==> config.mk <==
export PLATFORM = sky130hd
export DESIGN_NAME = ahbl_sram_adapter
export DESIGN_NICKNAME = d
export VERILOG_FILES = /design/src/rtl/ahbl_pkg.sv /design/src/rtl/ahbl_sram_adapter.sv
export SDC_FILE = /design/constraint.sdc
export NUM_CORES = 1
export LEC_CHECK = 0
export ABC_AREA = 1
export CAP_MARGIN = 15
export CORE_MARGIN = 8
export CORE_UTILIZATION = 50
export DETAILED_ROUTE_END_ITERATION = 8
export HOLD_SLACK_MARGIN = 0.15
export PLACE_DENSITY = 0.94
export SLEW_MARGIN = 20
export SYNTH_ARGS = -nofsm -noshare
export SYNTH_HDL_FRONTEND = slang
export SYNTH_SLANG_ARGS = --single-unit
==> constraint.sdc <==
create_clock -name clk -period 7.3 [get_ports clk]
set_input_delay 0.73 -clock clk [delete_from_list [all_inputs] [get_ports clk]]
set_output_delay 0.73 -clock clk [all_outputs]
set_load 0.01 [all_outputs]
==> src/rtl/ahbl_pkg.sv <==
// ---------------------------------------------------------------------------
// ahbl_pkg
//   Shared AHB-Lite definitions for the SRAM adapter: transfer-type and
//   transfer-size encodings, plus the little-endian byte-lane decoder that
//   turns a transfer size and low address bits into a lane mask.
// ---------------------------------------------------------------------------
package ahbl_pkg;

    typedef enum logic [1:0] {
        HTRANS_IDLE   = 2'b00,
        HTRANS_BUSY   = 2'b01,
        HTRANS_NONSEQ = 2'b10,
        HTRANS_SEQ    = 2'b11
    } htrans_t;

    typedef enum logic [2:0] {
        HSIZE_BYTE = 3'b000,
        HSIZE_HALF = 3'b001,
        HSIZE_WORD = 3'b010
    } hsize_t;

    // Lane mask for a 32-bit bus. Bit i set means byte lane i (bits 8i+7:8i)
    // takes part in the transfer. Sizes above a word are treated as a word.
    function automatic logic [3:0] decode_be(input logic [2:0] size,
                                             input logic [1:0] addr_lo);
        logic [3:0] be;
        case (size)
            HSIZE_BYTE: be = 4'b0001 << addr_lo;
            HSIZE_HALF: be = addr_lo[1] ? 4'b1100 : 4'b0011;
            default:    be = 4'b1111;
        endcase
        return be;
    endfunction

endpackage

==> src/rtl/ahbl_sram_adapter.sv <==
// ---------------------------------------------------------------------------
// ahbl_sram_adapter
//   Zero-wait-state AHB-Lite subordinate in front of one synchronous SRAM
//   (sram_wrapper). Reads use the SRAM during their address phase, so the
//   SRAM output arrives exactly in the read data phase. Writes normally go
//   to the SRAM during their data phase straight from hwdata; if a read
//   address phase claims the SRAM in that same cycle, the write is parked in
//   a single-entry buffer and committed at the next free SRAM cycle. Reads
//   of a word that is buffered or still in its write data phase see the new
//   bytes through a per-lane merge.
//
// Ports
//   clk, rst            clock, synchronous active-high reset
//   ahbls_hready        bus-wide ready (address phase sampled when high)
//   ahbls_hready_resp   subordinate ready, always 1
//   ahbls_hresp         always OKAY
//   ahbls_haddr/hwrite/htrans/hsize   address-phase controls
//   ahbls_hwdata        write data (data phase)
//   ahbls_hrdata        read data (read data phase)
//   sram_cs_n/we_n/be_n active-low SRAM controls
//   sram_addr/wdata     SRAM word address and write data
//   sram_rdata          SRAM read data, one cycle after a read
// ---------------------------------------------------------------------------
module ahbl_sram_adapter
    import ahbl_pkg::*;
#(
    parameter int W_DATA      = 32,
    parameter int DEPTH       = 512,
    parameter int W_ADDR      = 32,
    parameter int W_SRAM_ADDR = $clog2(DEPTH)
) (
    input  logic                   clk,
    input  logic                   rst,

    input  logic                   ahbls_hready,
    output logic                   ahbls_hready_resp,
    output logic                   ahbls_hresp,
    input  logic [W_ADDR-1:0]      ahbls_haddr,
    input  logic                   ahbls_hwrite,
    input  logic [1:0]             ahbls_htrans,
    input  logic [2:0]             ahbls_hsize,
    input  logic [W_DATA-1:0]      ahbls_hwdata,
    output logic [W_DATA-1:0]      ahbls_hrdata,

    output logic                   sram_cs_n,
    output logic                   sram_we_n,
    output logic [W_DATA/8-1:0]    sram_be_n,
    output logic [W_SRAM_ADDR-1:0] sram_addr,
    output logic [W_DATA-1:0]      sram_wdata,
    input  logic [W_DATA-1:0]      sram_rdata
);

    localparam int W_BE = W_DATA / 8;

    // Address-phase decode
    logic                   accept;
    logic                   rd_accept;
    logic                   wr_accept;
    logic [W_SRAM_ADDR-1:0] word_index;
    logic [W_BE-1:0]        ap_be;

    // Data-phase write descriptor
    logic                   dp_wr;
    logic [W_SRAM_ADDR-1:0] dp_addr;
    logic [W_BE-1:0]        dp_be;

    // Single-entry write buffer
    logic                   wb_valid;
    logic [W_SRAM_ADDR-1:0] wb_addr;
    logic [W_BE-1:0]        wb_be;
    logic [W_DATA-1:0]      wb_data;
    logic                   wb_commit;

    // Read-merge state
    logic                   dp_rd;
    logic [W_BE-1:0]        merge_mask;
    logic [W_DATA-1:0]      merge_data;
    logic [W_BE-1:0]        next_mask;
    logic [W_DATA-1:0]      next_data;
    logic                   wb_hit;
    logic                   dp_hit;

    // Address bits above the SRAM range alias; htrans[0] only separates
    // NONSEQ from SEQ, which this subordinate treats identically.
    logic unused_bits;
    assign unused_bits = ^{ahbls_haddr[W_ADDR-1:W_SRAM_ADDR+2], ahbls_htrans[0]};

    assign ahbls_hready_resp = 1'b1;
    assign ahbls_hresp       = 1'b0;

    assign accept     = ahbls_hready & ahbls_htrans[1];
    assign rd_accept  = accept & ~ahbls_hwrite;
    assign wr_accept  = accept &  ahbls_hwrite;
    assign word_index = ahbls_haddr[W_SRAM_ADDR+1:2];
    assign ap_be      = decode_be(ahbls_hsize, ahbls_haddr[1:0]);

    // SRAM port arbitration. A read address phase always wins so reads never
    // stall; the buffer drains ahead of a direct data-phase write. During
    // reset the port is held idle so a discarded buffer entry never lands.
    always_comb begin
        sram_cs_n  = 1'b1;
        sram_we_n  = 1'b1;
        sram_be_n  = '1;
        sram_addr  = word_index;
        sram_wdata = ahbls_hwdata;
        wb_commit  = 1'b0;
        if (rst) begin
            sram_cs_n = 1'b1;
        end else if (rd_accept) begin
            sram_cs_n = 1'b0;
            sram_be_n = '0;
        end else if (wb_valid) begin
            sram_cs_n  = 1'b0;
            sram_we_n  = 1'b0;
            sram_be_n  = ~wb_be;
            sram_addr  = wb_addr;
            sram_wdata = wb_data;
            wb_commit  = 1'b1;
        end else if (dp_wr) begin
            sram_cs_n  = 1'b0;
            sram_we_n  = 1'b0;
            sram_be_n  = ~dp_be;
            sram_addr  = dp_addr;
        end
    end

    // Forwarding for a read address phase. The in-flight data-phase write is
    // newer than anything buffered, so it takes precedence on its lanes.
    always_comb begin
        next_mask = '0;
        next_data = '0;
        wb_hit    = wb_valid && !wb_commit && (wb_addr == word_index);
        dp_hit    = dp_wr && (dp_addr == word_index);
        for (int i = 0; i < W_BE; i++) begin
            if (dp_hit && dp_be[i]) begin
                next_mask[i]        = 1'b1;
                next_data[8*i +: 8] = ahbls_hwdata[8*i +: 8];
            end else if (wb_hit && wb_be[i]) begin
                next_mask[i]        = 1'b1;
                next_data[8*i +: 8] = wb_data[8*i +: 8];
            end
        end
    end

    // Phase tracking, write buffer and merge registers. Buffer contents and
    // descriptor addresses carry no reset; their valid bits gate them.
    always_ff @(posedge clk) begin
        if (rst) begin
            dp_wr      <= 1'b0;
            dp_rd      <= 1'b0;
            wb_valid   <= 1'b0;
            merge_mask <= '0;
        end else begin
            dp_wr      <= wr_accept;
            dp_addr    <= word_index;
            dp_be      <= ap_be;
            dp_rd      <= rd_accept;
            merge_mask <= rd_accept ? next_mask : '0;
            merge_data <= next_data;
            if (dp_wr && rd_accept) begin
                wb_valid <= 1'b1;
                wb_addr  <= dp_addr;
                wb_be    <= dp_be;
                wb_data  <= ahbls_hwdata;
            end else if (wb_commit) begin
                wb_valid <= 1'b0;
            end
        end
    end

    // A write's address phase never reads the SRAM, so any buffered entry
    // drains then; a write in its data phase must find the buffer empty.
    always_ff @(posedge clk) begin
        if (!rst) begin
            assert (!(dp_wr && wb_valid))
                else $error("ahbl_sram_adapter: write buffer occupied during write data phase");
        end
    end

    // Read data: merged lanes come from the forwarding registers.
    always_comb begin
        ahbls_hrdata = '0;
        if (dp_rd) begin
            for (int i = 0; i < W_BE; i++) begin
                ahbls_hrdata[8*i +: 8] = merge_mask[i] ? merge_data[8*i +: 8]
                                                       : sram_rdata[8*i +: 8];
            end
        end
    end

endmodule

## After elaboration in Yosys (flattened, before gate mapping)

Index checks and enable logic that the tools add are counted.

| storage, ports and cells | value |
|---|---|
| bits in registers | 97 |
| input port bits | 105 |
| word-level logic and storage cells | 84 |

| cells by class | value |
|---|---|
| equal/unequal tests | 3 |
| shift-type cells | 1 |
| multiplexer cells | 45 |
| bitwise logic cells | 8 |
| reductions and logical operators | 17 |

Operators by type and width:

| cell | count |
|---|---|
| $mux W32 | 4 |
| $mux W8 | 12 |
| $mux W9 | 4 |
| $mux W4 | 5 |
| $mux W1 | 19 |
| $eq A9 B9 Y1 | 2 |
| $logic_and A1 B1 Y1 | 12 |
| $not A4 Y4 | 2 |
| $pmux W4 S2 | 1 |
| $shl A1 B2 Y4 const A | 1 |
| $and A1 B1 Y1 | 3 |
| $eq A3 B1 Y1 const B | 1 |
| $logic_not A3 Y1 | 1 |
| $not A1 Y1 | 3 |
| $reduce_and A2 Y1 | 1 |
| $reduce_bool A2 Y1 | 1 |
| $reduce_or A2 Y1 | 1 |
| $logic_not A1 Y1 | 1 |

## Longest topological paths before layout

Gate-level depths: netlist of run 1.

| logic depth | value |
|---|---|
| word-level depth | 10 |
| depth in mapped cells | 11 |
| mapped depth without buffers | 11 |

## Least setup slack after synthesis of run 1

No wires, ideal clock.

| timing path | value |
|---|---|
| path kind | input -> register |
| start | input ahbls_hwrite |
| end | register wb_addr[0] (enable) |
| data arrival time | 3.022 ns |
| required time | 6.853 ns |
| path slack | 3.831 ns |
| stages on the path | 4 |
| path buffers | 0 |
| cells stage by stage | nand3b_4 -> nor2_1 -> inv_1 -> nor2_1 |

| between the ends | value |
|---|---|
| word-level cells in the longest chain between the ends | 4 |

RTL lines:

| what | line | RTL |
|---|---|---|
| start: declaration | ahbl_sram_adapter.sv:39 | `input logic ahbls_hwrite,` |
| $not A1 Y1 | ahbl_sram_adapter.sv:92 | `assign rd_accept = accept & ~ahbls_hwrite;` |
| $and A1 B1 Y1 | ahbl_sram_adapter.sv:92 |  |
| $logic_and A1 B1 Y1 | ahbl_sram_adapter.sv:160 | `if (dp_wr && rd_accept) begin` |
| $reduce_and A2 Y1 (no source line) | n/a |  |
| end signal: assignment | ahbl_sram_adapter.sv:162 | `wb_addr <= dp_addr;` |
| end: declaration | ahbl_sram_adapter.sv:69 | `logic [W_SRAM_ADDR-1:0] wb_addr;` |

Every way passes these cells.
A chain may end at the register's enable or synchronous reset.

## Final worst setup path of run 1

| timing path | value |
|---|---|
| start | input rst |
| end | output sram_wdata[16] |

| between the ends | value |
|---|---|
| word-level cells in the longest chain between the ends | 1 |

RTL lines:

| what | line | RTL |
|---|---|---|
| start: declaration | ahbl_sram_adapter.sv:33 | `input logic rst,` |
| $mux W32 | ahbl_sram_adapter.sv:107 | `if (rst) begin` |
| end: declaration | ahbl_sram_adapter.sv:49 | `output logic [W_DATA-1:0] sram_wdata,` |

Every way passes these cells.

==> summary.txt, run 1 <==
GRT
  • First-pass GRT wire length: 24.3 mm
  • Initial antenna violation count: 0
  • Remaining Overflow, GRT: 0
  • Vias in the first global route: 4979
  • Largest net degree at the start of global routing: 62
  • GRT Total Usage: 20.2%

Routing
  • Via density: 5.13
  • Initial DRT Pass Iterations: 5
  • Remaining DRCs: 0
  • Final WL: 15.2 mm
  • DRT antenna net count: 0
  • 1st-iter DRT viols: 364
  • Via count: 5051
  • DR WL/cell: 15.4 um

Placed design
  • DP HPWL: 10.8 mm
  • Dpl cells: 969
  • DP Area: 0.00719 mm^2
  • Pre-CTS setup slack: 2220 ps
  • IO Port Bufs: 161
  • GPL Wtd Cong: 0.889

Power and ir drop
  • Static Leak: 3.35 nW
  • PwrDens: 158 mW/mm^2
  • Power, Total: 1.17 mW
  • Max IR drop VDD: 0.000117 V

Floorplanning
  • I/O Pins: 186
  • Die Wd: 121 um
  • Core outline area: 0.0108 mm^2
  • Row cnt: 38
  • Die area: 0.0147 mm^2
  • Initial Util: 51.2%
  • Die height: 121 um

CTS
  • Clock Sink Count: 97
  • CTS Buf Count: 9
  • CTS Hold Buffers Added: 0
  • CTS resizes: 0
  • Cell at the root of the clock tree: clkbuf_8
  • Setup Fix Bufs, Post-CTS: 0
  • Deepest clock path buffer count: 2
  • CTS tree: yes
  • Skew-Pair Late Insertion Delay: 360 ps
  • Clock-pin slew on the worst setup and hold paths: 100 ps
  • H-tree Lvls: 3

STA
  • Tcrit/Tclk final: 68.4%
  • Hold Slack: 506 ps
  • Worst Skew: 20.7 ps
  • Final setup viols: 0
  • Slew @ Worst Pin: 901 ps
  • Setup ws final: 2310 ps
  • RSZ-0062 raised after global routing: no
  • Endpoints failing hold: 0
  • Final Max Tran Viols: 0
  • Sum Neg Setup Slack: 0 ps
  • F_max: 200 MHz
  • Fin crit period: 4990 ps
  • Slew Limit Headroom: 39.8%

Setup path
  • CP required: 6570 ps
  • Crit Path Category: in2out
  • Crit path DAT: 4260 ps
  • Crit-path max FO: 61
  • Reg2reg setup slack: 4280 ps
  • Reg2reg start: wb_valid
  • Nature of the critical path endpoint: output pin
  • Worst r2r path cells: 7
  • Startpoint types: input port
  • R2R Path End: merge_data[28]

Synth
  • Mapped Nets: 797
  • Synth unique cells: 31
  • Register bit total from synthesis: 97
  • Seq/Total Area, Yosys: 51.4%
  • Yosys warns: 0
  • Cell Area, Synth: 0.00553 mm^2
  • Mapped Cells: 692
  • Post-Syn Area per Cell: 7.99 um^2

Final layout
  • Layout Nets: 945
  • Diodes inserted: 0
  • Commonest non-fill, non-tap cell in the layout: nand2_1
  • Layout cells sized above 1: 4.97%
  • Synth-to-Final Area Change: 34.0%
  • Most frequent cells in the layout: 256 x nand2_1, 161 x clkdlybuf4s50_1, 90 x edfxtp_1
  • Post-route cell area: 0.00741 mm^2
  • Core Util, Final: 68.6%
  • Fill count: 888
  • Final Non-Filler Cells: 985

Min path
  • Hold Crit Class: reg2reg
  • Worst hold path cell count: 0
  • Hold Path End: wb_addr[7]
  • Hold Startpoint: dp_addr[7]

Job
  • Max Cap Viol: 0

Outcome
  • Status: completed
[kinds of logic after synthesis]
logic type	synth area share (%)
flip-flops	51.4
buffers and inverters	7.78
AO/OA/AOI/OAI	5.68
XOR/XNOR	0.634
AND/OR/NAND/NOR	34.4
other	0.136
[report_power, final]
part / internal [mW] / leakage [nW] / switching [mW]
Combinational: 0.0842 / 2.32 / 0.0687
Clock: 0.194 / 0.109 / 0.191
Sequential: 0.619 / 0.923 / 0.0147
[critical path, stage by stage]
cell and delay (ps):
clkdlybuf4s50_1 460, inv_2 70, buf_4 610, nand3_2 770
inv_2 820, nand2_1 110, nand2_1 100, clkdlybuf4s50_1 560
[routing by layer]
metal	share of wire [%]	vias up	GRT usage, %
li1	-	2556	-
met4	0.92	0	4.16
met5	0	-	0
met3	8.5	10	4.19
met1	41	2304	25.0
met2	50	181	35.5
[state kept, by name (all words and copies together), names as in the netlist]
name        flops
dp_addr         9
dp_be           4
merge_mask      4
wb_data        32
wb_be           4
merge_data     32
wb_valid        1
wb_addr         9
dp_wr           1
dp_rd           1
[Yosys cell counts]
master	n	area share, %
buf_6	3	0.61
nor3_1	1	0.090
o22ai_1	9	1.0
nor2_8	2	0.72
buf_4	6	0.81
edfxtp_1	90	49
nand2_1	256	17
nor2_4	1	0.20
nand3_2	2	0.36
clkbuf_1	12	0.81
nand3b_4	1	0.36
and2_1	1	0.11
o21ai_0	45	4.1
nand3b_1	2	0.27
o211ai_1	1	0.14
nand3_4	4	1.3
buf_2	5	0.45
nand2_2	2	0.23
a21oi_1	4	0.36
inv_2	6	0.41
nand3_1	26	2.4
o21ai_1	1	0.090
conb_1	2	0.14
nor2_2	1	0.11
or2_2	2	0.23
nand4_1	33	3.7
nor2_1	90	6.1
dfxtp_1	7	2.5
xnor2_1	4	0.63
nand2_4	4	0.81
inv_1	69	4.7
[worst max path at each step]
stage          cells after the start          from        endpoint
3_5_place_dp                       8           rst  sram_wdata[16]
2_1_floorplan                      4  ahbls_hwrite      wb_addr[0]
5_1_grt                            8           rst  sram_wdata[15]
3_3_place_gp                       8           rst  sram_wdata[18]
4_1_cts                            8           rst  sram_wdata[16]
6_report                           8           rst  sram_wdata[16]
[area by class of cell]
cell class	instances	area, um^2	area share [%]
sequential	97	2840	38.4
multi-input combinational	494	2260	30.6
clock inverter	7	93.8	1.27
timing repair buffer	163	1630	22.0
inverter	75	282	3.80
clock buffer	9	124	1.67
tap	140	175	2.36
No activity file was read; power rests on OpenSTA's default activity.
==> run 2: changes to the inputs <==
--- a/config.mk
+++ b/config.mk
@@ -8,10 +8,10 @@
 export ABC_AREA = 1
 export CAP_MARGIN = 15
 export CORE_MARGIN = 8
-export CORE_UTILIZATION = 50
+export CORE_UTILIZATION = 46
 export DETAILED_ROUTE_END_ITERATION = 8
 export HOLD_SLACK_MARGIN = 0.15
-export PLACE_DENSITY = 0.94
+export PLACE_DENSITY = 0.88
 export SLEW_MARGIN = 20
 export SYNTH_ARGS = -nofsm -noshare
 export SYNTH_HDL_FRONTEND = slang
==> constraint.sdc (replaced) <==
create_clock -name clk -period 4.9 [get_ports clk]
set_input_delay 0.49 -clock clk [delete_from_list [all_inputs] [get_ports clk]]
set_output_delay 0.49 -clock clk [all_outputs]
set_load 0.01 [all_outputs]
==> run 2 against run 1 <==
Against the previous run:
- clock skew fell by 11 ps
- flip-flop and latch count did not move
- setup slack got worse by 820 ps
- cell count up 0.81%
- critical path depth is 1 lower
- first-iteration DRC count rose by 24%
- total power rose by 59%
- clock-buffer cell count increased by 4
- critical path type unchanged
- largest cell class unchanged
==> summary.txt, run 2 (synthesis results as in run 1) <==
Final layout
  • Most frequent cells in the layout: 256 x nand2_1, 161 x clkdlybuf4s50_1, 90 x edfxtp_1 (unchanged)
  • Layout cells sized above 1: 4.85% (was 4.97%)
  • Biggest regs: merge_data: 32 flops, wb_data: 32 flops (unchanged)
  • Fill count: 990 (was 888)
  • Synth-to-Final Area Change: 35.6% (was 34.0%)
  • Commonest non-fill, non-tap cell in the layout: nand2_1 (unchanged)
  • Layout Nets: 946 (was 945)
  • Diodes inserted: 0 (unchanged)

Placed design
  • IO Port Bufs: 161 (unchanged)
  • GPL Wtd Cong: 0.924 (was 0.889)
  • DP HPWL: 10.9 mm (was 10.8 mm)

Routing
  • 1st-iter DRT viols: 450 (was 364)
  • Final WL: 15.3 mm (was 15.2 mm)
  • DR WL/cell: 15.4 um (about the same)
  • DRT antenna net count: 0 (unchanged)
  • Initial DRT Pass Iterations: 5 (unchanged)
  • Via count: 5087 (was 5051)
  • Remaining DRCs: 0 (unchanged)
  • Via density: 5.12 (was 5.13)

STA
  • RSZ-0062 raised after global routing: no (unchanged)
  • Tcrit/Tclk final: 69.6%
  • Final setup viols: 0 (unchanged)
  • Final Max Tran Viols: 0 (unchanged)
  • F_max: 293 MHz
  • Fin crit period: 3410 ps
  • Slew Limit Headroom: 40.0% (was 39.8%)
  • Worst Skew: 9.53 ps (was 20.7 ps)
  • Endpoints failing hold: 0 (unchanged)
  • Slew @ Worst Pin: 899 ps (was 901 ps)
  • Sum Neg Setup Slack: 0 ps (unchanged)

CTS
  • CTS resizes: 0 (unchanged)
  • CTS tree: yes (unchanged)
  • Cell at the root of the clock tree: clkbuf_16 (was clkbuf_8)
  • CTS Hold Buffers Added: 0 (unchanged)
  • H-tree Lvls: 3 (unchanged)
  • Skew-Pair Late Insertion Delay: 330 ps (was 360 ps)
  • Deepest clock path buffer count: 2 (unchanged)
  • Clock-pin slew on the worst setup and hold paths: 60 ps (was 100 ps)
  • Setup Fix Bufs, Post-CTS: 0 (unchanged)
  • CTS Buf Count: 9 (unchanged)
  • Clock Sink Count: 97 (unchanged)

Floorplanning
  • I/O Pins: 186 (unchanged)
  • Core outline area: 0.0119 mm^2 (was 0.0108 mm^2)
  • Die Wd: 126 um (was 121 um)
  • Initial Util: 46.6% (was 51.2%)
  • Die area: 0.0158 mm^2 (was 0.0147 mm^2)
  • Row cnt: 40 (was 38)
  • Die height: 126 um (was 121 um)

Power and ir drop
  • Net Switching: 407 uW (was 275 uW)
  • PwrDens: 249 mW/mm^2 (was 158 mW/mm^2)
  • Gate power share: 12.3% (was 13.1%)
  • Static Leak: 3.39 nW (was 3.35 nW)
  • Pint: 1.46 mW (was 897 uW)
  • Power, Total: 1.87 mW (was 1.17 mW)
  • Max IR drop VDD: 0.000180 V (was 0.000117 V)
  • Sw frac: 21.8% (was 23.4%)
  • Seq pwr share: 50.7% (was 54.1%)
  • Clock Power Share: 37.0% (was 32.8%)

Setup path
  • Startpoint types: input port (unchanged)
  • Crit Path Category: in2out (unchanged)
  • Crit-path max FO: 33 (was 61)
  • Nature of the critical path endpoint: output pin (unchanged)
  • Worst r2r path cells: 8 (was 7)
  • Crit path DAT: 2920 ps (was 4260 ps)
  • CP required: 4410 ps (was 6570 ps)

Min path
  • Hold Crit Class: reg2reg (unchanged)
  • Worst hold path cell count: 0 (unchanged)

GRT
  • Remaining Overflow, GRT: 0 (unchanged)
  • GRT Total Usage: 19.1% (was 20.2%)
  • First-pass GRT wire length: 24.8 mm (was 24.3 mm)
  • Largest net degree at the start of global routing: 36 (was 62)
  • Vias in the first global route: 4986 (was 4979)
  • Initial antenna violation count: 0 (unchanged)

Outcome
  • Status: completed (unchanged)

Job
  • Max Cap Viol: 0 (unchanged)
run 2: cell count changes in the layout (fill, tap and decap cells not counted), moves of 2 or more:
cell,before,now
clkinv_4,2,0
clkbuf_1,0,3
clkbuf_16,0,9
clkbuf_8,9,1
run 2: cell type report:
class / instances / area [um^2] / share of cell area (%)
multi-input cells: 494 / 2260 / 30.2
well taps: 147 / 184 / 2.45
repair buffers: 164 / 1630 / 21.8
clock buffers: 13 / 250 / 3.34
clock inverters: 3 / 41.3 / 0.551
flip-flops and latches: 97 / 2840 / 37.9
inverters: 75 / 282 / 3.76
run 2: power groups by stage:
stage | clock network (mW) | registers (mW) | logic (mW)
CTS | 0.704 | 0.945 | 0.231
floorplan | 0 | 0.950 | 0.0975
finish | 0.690 | 0.945 | 0.229
detailed placement | 0 | 0.963 | 0.230
global route | 0.738 | 0.948 | 0.248
global placement | 0 | 0.962 | 0.226
run 2: per-layer routing:
metal  part of all wire, %  wire [um]  global-route usage (%)  vias to the layer above
met5                     0          0                       0                        -
met4                   1.7        253                    6.59                        0
met3                   6.4        979                    3.84                       19
met2                    50       7650                    33.6                      168
met1                    42       6390                    22.7                     2344
li1                      -          -                       -                     2556
run 2: worst max-delay path, stage by stage:
cell and delay (ps):
clkdlybuf4s50_1 470, inv_2 480, nand3_2 160, inv_2 530, nand2_1 110, nand2_1 100
clkdlybuf4s50_1 570
run 2: path summary, 6_finish.rpt:
check	from	end	slack [ps]
worst max-delay path	rst	sram_wdata[15]	1490
worst min-delay path	dp_addr[7]	wb_addr[7]	500
worst max register to register	dp_addr[8]	merge_data[10]	2670
worst min register to register	dp_addr[7]	wb_addr[7]	500
run 2: per-stage QoR:
| stage | cells | setup slack [ps] | hold slack (ps) | instance area (um^2) | util, % |
|---|---|---|---|---|---|
| global placement | 977 | 1540 | 468 | 7210 | 60.7 |
| global route | 993 | 1350 | 519 | 7500 | 63.2 |
| floorplan | 692 | 1670 | 421 | 5530 | - |
| detailed placement | 977 | 1500 | 482 | 7210 | 60.7 |
| finish | 993 | 1490 | 500 | 7500 | 63.2 |
| CTS | 993 | 1480 | 497 | 7500 | 63.2 |
==> run 3: changes to the inputs <==
--- a/config.mk
+++ b/config.mk
@@ -8,10 +8,10 @@
 export ABC_AREA = 1
 export CAP_MARGIN = 15
 export CORE_MARGIN = 8
-export CORE_UTILIZATION = 46
+export CORE_UTILIZATION = 42
 export DETAILED_ROUTE_END_ITERATION = 8
 export HOLD_SLACK_MARGIN = 0.15
-export PLACE_DENSITY = 0.88
+export PLACE_DENSITY = 0.85
 export SLEW_MARGIN = 20
 export SYNTH_ARGS = -nofsm -noshare
 export SYNTH_HDL_FRONTEND = slang
==> constraint.sdc (replaced) <==
create_clock -name clk -period 2.8 [get_ports clk]
set_input_delay 0.28 -clock clk [delete_from_list [all_inputs] [get_ports clk]]
set_output_delay 0.28 -clock clk [all_outputs]
set_load 0.01 [all_outputs]
==> run 3 against run 2 <==
Against the previous run:
- final area increased by 2.2%
- wire length increased by 2.6%
- register-to-register slack got worse by 1900 ps
- worst hold slack got worse by 18 ps
- core utilization decreased by 4.4 points
- global-route usage decreased by 0.44 points
- combinational power increased by 82%
==> summary.txt, run 3 (synthesis results as in run 1) <==
STA
  • Slew Limit Headroom: 65.9% (was 40.0%)
  • Tcrit/Tclk final: 88.1%
  • Fin crit period: 2470 ps
  • Final Max Tran Viols: 0 (unchanged)
  • Sum Neg Setup Slack: 0 ps (unchanged)
  • F_max: 405 MHz
  • Endpoints failing hold: 0 (unchanged)
  • Worst Skew: 5.31 ps (was 9.53 ps)
  • RSZ-0062 raised after global routing: no (unchanged)
  • Final setup viols: 0 (unchanged)
  • Slew @ Worst Pin: 511 ps (was 899 ps)

Setup path
  • Nature of the critical path endpoint: output pin (unchanged)
  • R2R Path End: merge_data[17] (was merge_data[10])
  • Critical Path Start: ahbls_hwrite (was rst)
  • Reg2reg setup slack: 780 ps (was 2670 ps)
  • Startpoint types: input port (unchanged)
  • CP required: 2520 ps (was 4410 ps)
  • Reg2reg start: dp_addr[8] (unchanged)
  • CP endpoint: sram_wdata[18] (was sram_wdata[15])
  • Worst r2r path cells: 8 (unchanged)
  • Crit path DAT: 2190 ps (was 2920 ps)
  • Crit-path max FO: 17 (was 33)
  • Crit Path Category: in2out (unchanged)

CTS
  • Clock Sink Count: 97 (unchanged)
  • Cell at the root of the clock tree: clkbuf_16 (unchanged)
  • Setup Fix Bufs, Post-CTS: 0 (unchanged)
  • Deepest clock path buffer count: 2 (unchanged)
  • CTS Buf Count: 9 (unchanged)
  • Skew-Pair Late Insertion Delay: 350 ps (was 330 ps)
  • CTS Hold Buffers Added: 0 (unchanged)
  • H-tree Lvls: 3 (unchanged)
  • CTS tree: yes (unchanged)
  • CTS resizes: 0 (unchanged)
  • Clock-pin slew on the worst setup and hold paths: 60 ps (about the same)

Min path
  • Hold Crit Class: reg2reg (unchanged)
  • Worst hold path cell count: 0 (unchanged)

Routing
  • Remaining DRCs: 0 (unchanged)
  • Via density: 4.88 (was 5.12)
  • DRT antenna net count: 0 (unchanged)
  • Via count: 5063 (was 5087)
  • 1st-iter DRT viols: 279 (was 450)
  • Final WL: 15.7 mm (was 15.3 mm)
  • DR WL/cell: 15.1 um (was 15.4 um)
  • Initial DRT Pass Iterations: 5 (unchanged)

Floorplanning
  • Die area: 0.0171 mm^2 (was 0.0158 mm^2)
  • Core outline area: 0.0130 mm^2 (was 0.0119 mm^2)
  • Die Wd: 131 um (was 126 um)
  • Row cnt: 42 (was 40)
  • Die height: 131 um (was 126 um)
  • Initial Util: 42.4% (was 46.6%)
  • I/O Pins: 186 (unchanged)

GRT
  • Largest net degree at the start of global routing: 60 (was 36)
  • Remaining Overflow, GRT: 0 (unchanged)
  • Vias in the first global route: 4925 (was 4986)
  • Initial antenna violation count: 0 (unchanged)
  • GRT Total Usage: 18.7% (was 19.1%)
  • First-pass GRT wire length: 24.9 mm (was 24.8 mm)

Outcome
  • Status: completed (unchanged)

Final layout
  • Most frequent cells in the layout: 256 x nand2_1, 161 x clkdlybuf4s50_1, 90 x edfxtp_1 (unchanged)
  • Fill count: 1173 (was 990)
  • Area of the multi-input gates: 0.00226 mm^2 (unchanged)
  • Register Area: 0.00284 mm^2 (unchanged)
  • Layout cells sized above 1: 6.85% (was 4.85%)
  • Layout Nets: 961 (was 946)
  • Biggest regs: merge_data: 32 flops, wb_data: 32 flops (unchanged)
  • Commonest non-fill, non-tap cell in the layout: nand2_1 (unchanged)
  • Synth-to-Final Area Change: 38.6% (was 35.6%)
  • Diodes inserted: 0 (unchanged)

Power and ir drop
  • Max IR drop VDD: 0.000399 V (was 0.000180 V)
  • Static Leak: 3.48 nW (was 3.39 nW)
  • Power, Total: 3.28 mW (was 1.87 mW)
  • Net Switching: 742 uW (was 407 uW)
  • Seq pwr share: 50.2% (was 50.7%)
  • Gate power share: 12.7% (was 12.3%)
  • PwrDens: 428 mW/mm^2 (was 249 mW/mm^2)
  • Sw frac: 22.6% (was 21.8%)
  • Clock Power Share: 37.1% (was 37.0%)
  • Pint: 2.54 mW (was 1.46 mW)

Placed design
  • DP HPWL: 11.4 mm (was 10.9 mm)
  • GPL Wtd Cong: 0.889 (was 0.924)
  • IO Port Bufs: 161 (unchanged)

Job
  • Max Cap Viol: 0 (unchanged)
[run 3: layout make-up]
cell class	count	share of cell area, %
Clock inverter	2	0.131
Clock buffer	14	3.71
Multi-Input combinational cell	494	29.5
Timing Repair Buffer	179	23.0
Tap cell	176	2.87
Inverter	75	3.67
Sequential cell	97	37.1
[run 3: worst max-delay path: stages]
cell and delay, ps:
clkdlybuf4s50_1 480, nand3b_4 270, nand3_2 140, inv_2 80, buf_4 230, nand2_1 80, nand2_1 60, clkdlybuf4s50_1 570
[run 3: worst min-delay path by stage]
| stage | to | slack, ps | from |
|---|---|---|---|
| after floorplan | dp_wr | 350 | rst |
| after global placement | wb_addr[7] | 470 | dp_addr[7] |
| after detailed placement | wb_addr[7] | 480 | dp_addr[7] |
| after CTS | wb_addr[7] | 490 | dp_addr[7] |
| after global routing | wb_addr[7] | 510 | dp_addr[7] |
| final | wb_addr[7] | 480 | dp_addr[7] |
[run 3: per-stage QoR]
| stage | utilization (%) | hold slack, ps | instances | setup slack [ps] | cell area (um^2) |
|---|---|---|---|---|---|
| floorplan | - | 352 | 692 | 353 | 5530 |
| global route | 58.8 | 509 | 1037 | 201 | 7660 |
| finish | 58.8 | 482 | 1037 | 334 | 7660 |
| CTS | 58.8 | 491 | 1037 | 315 | 7660 |
| global placement | 56.5 | 468 | 1021 | 351 | 7370 |
| detailed placement | 56.5 | 476 | 1021 | 316 | 7370 |
[run 3: power groups by stage]
stage                     registers [mW]  clock network (mW)  logic [mW]
after floorplan                     1.66                   0       0.171
after global placement              1.68                   0       0.412
after detailed placement            1.68                   0       0.418
after CTS                           1.65                1.24       0.420
after global routing                1.65                1.30       0.453
final                               1.65                1.22       0.417
[run 3: per-layer routing]
layer | global-route usage (%) | up-vias | part of all wire, %
met4 | 7.02 | 0 | 2.0
met5 | 0 | - | 0
met3 | 4.30 | 17 | 7.1
met2 | 31.6 | 173 | 49
met1 | 22.6 | 2283 | 42
li1 | - | 2590 | -
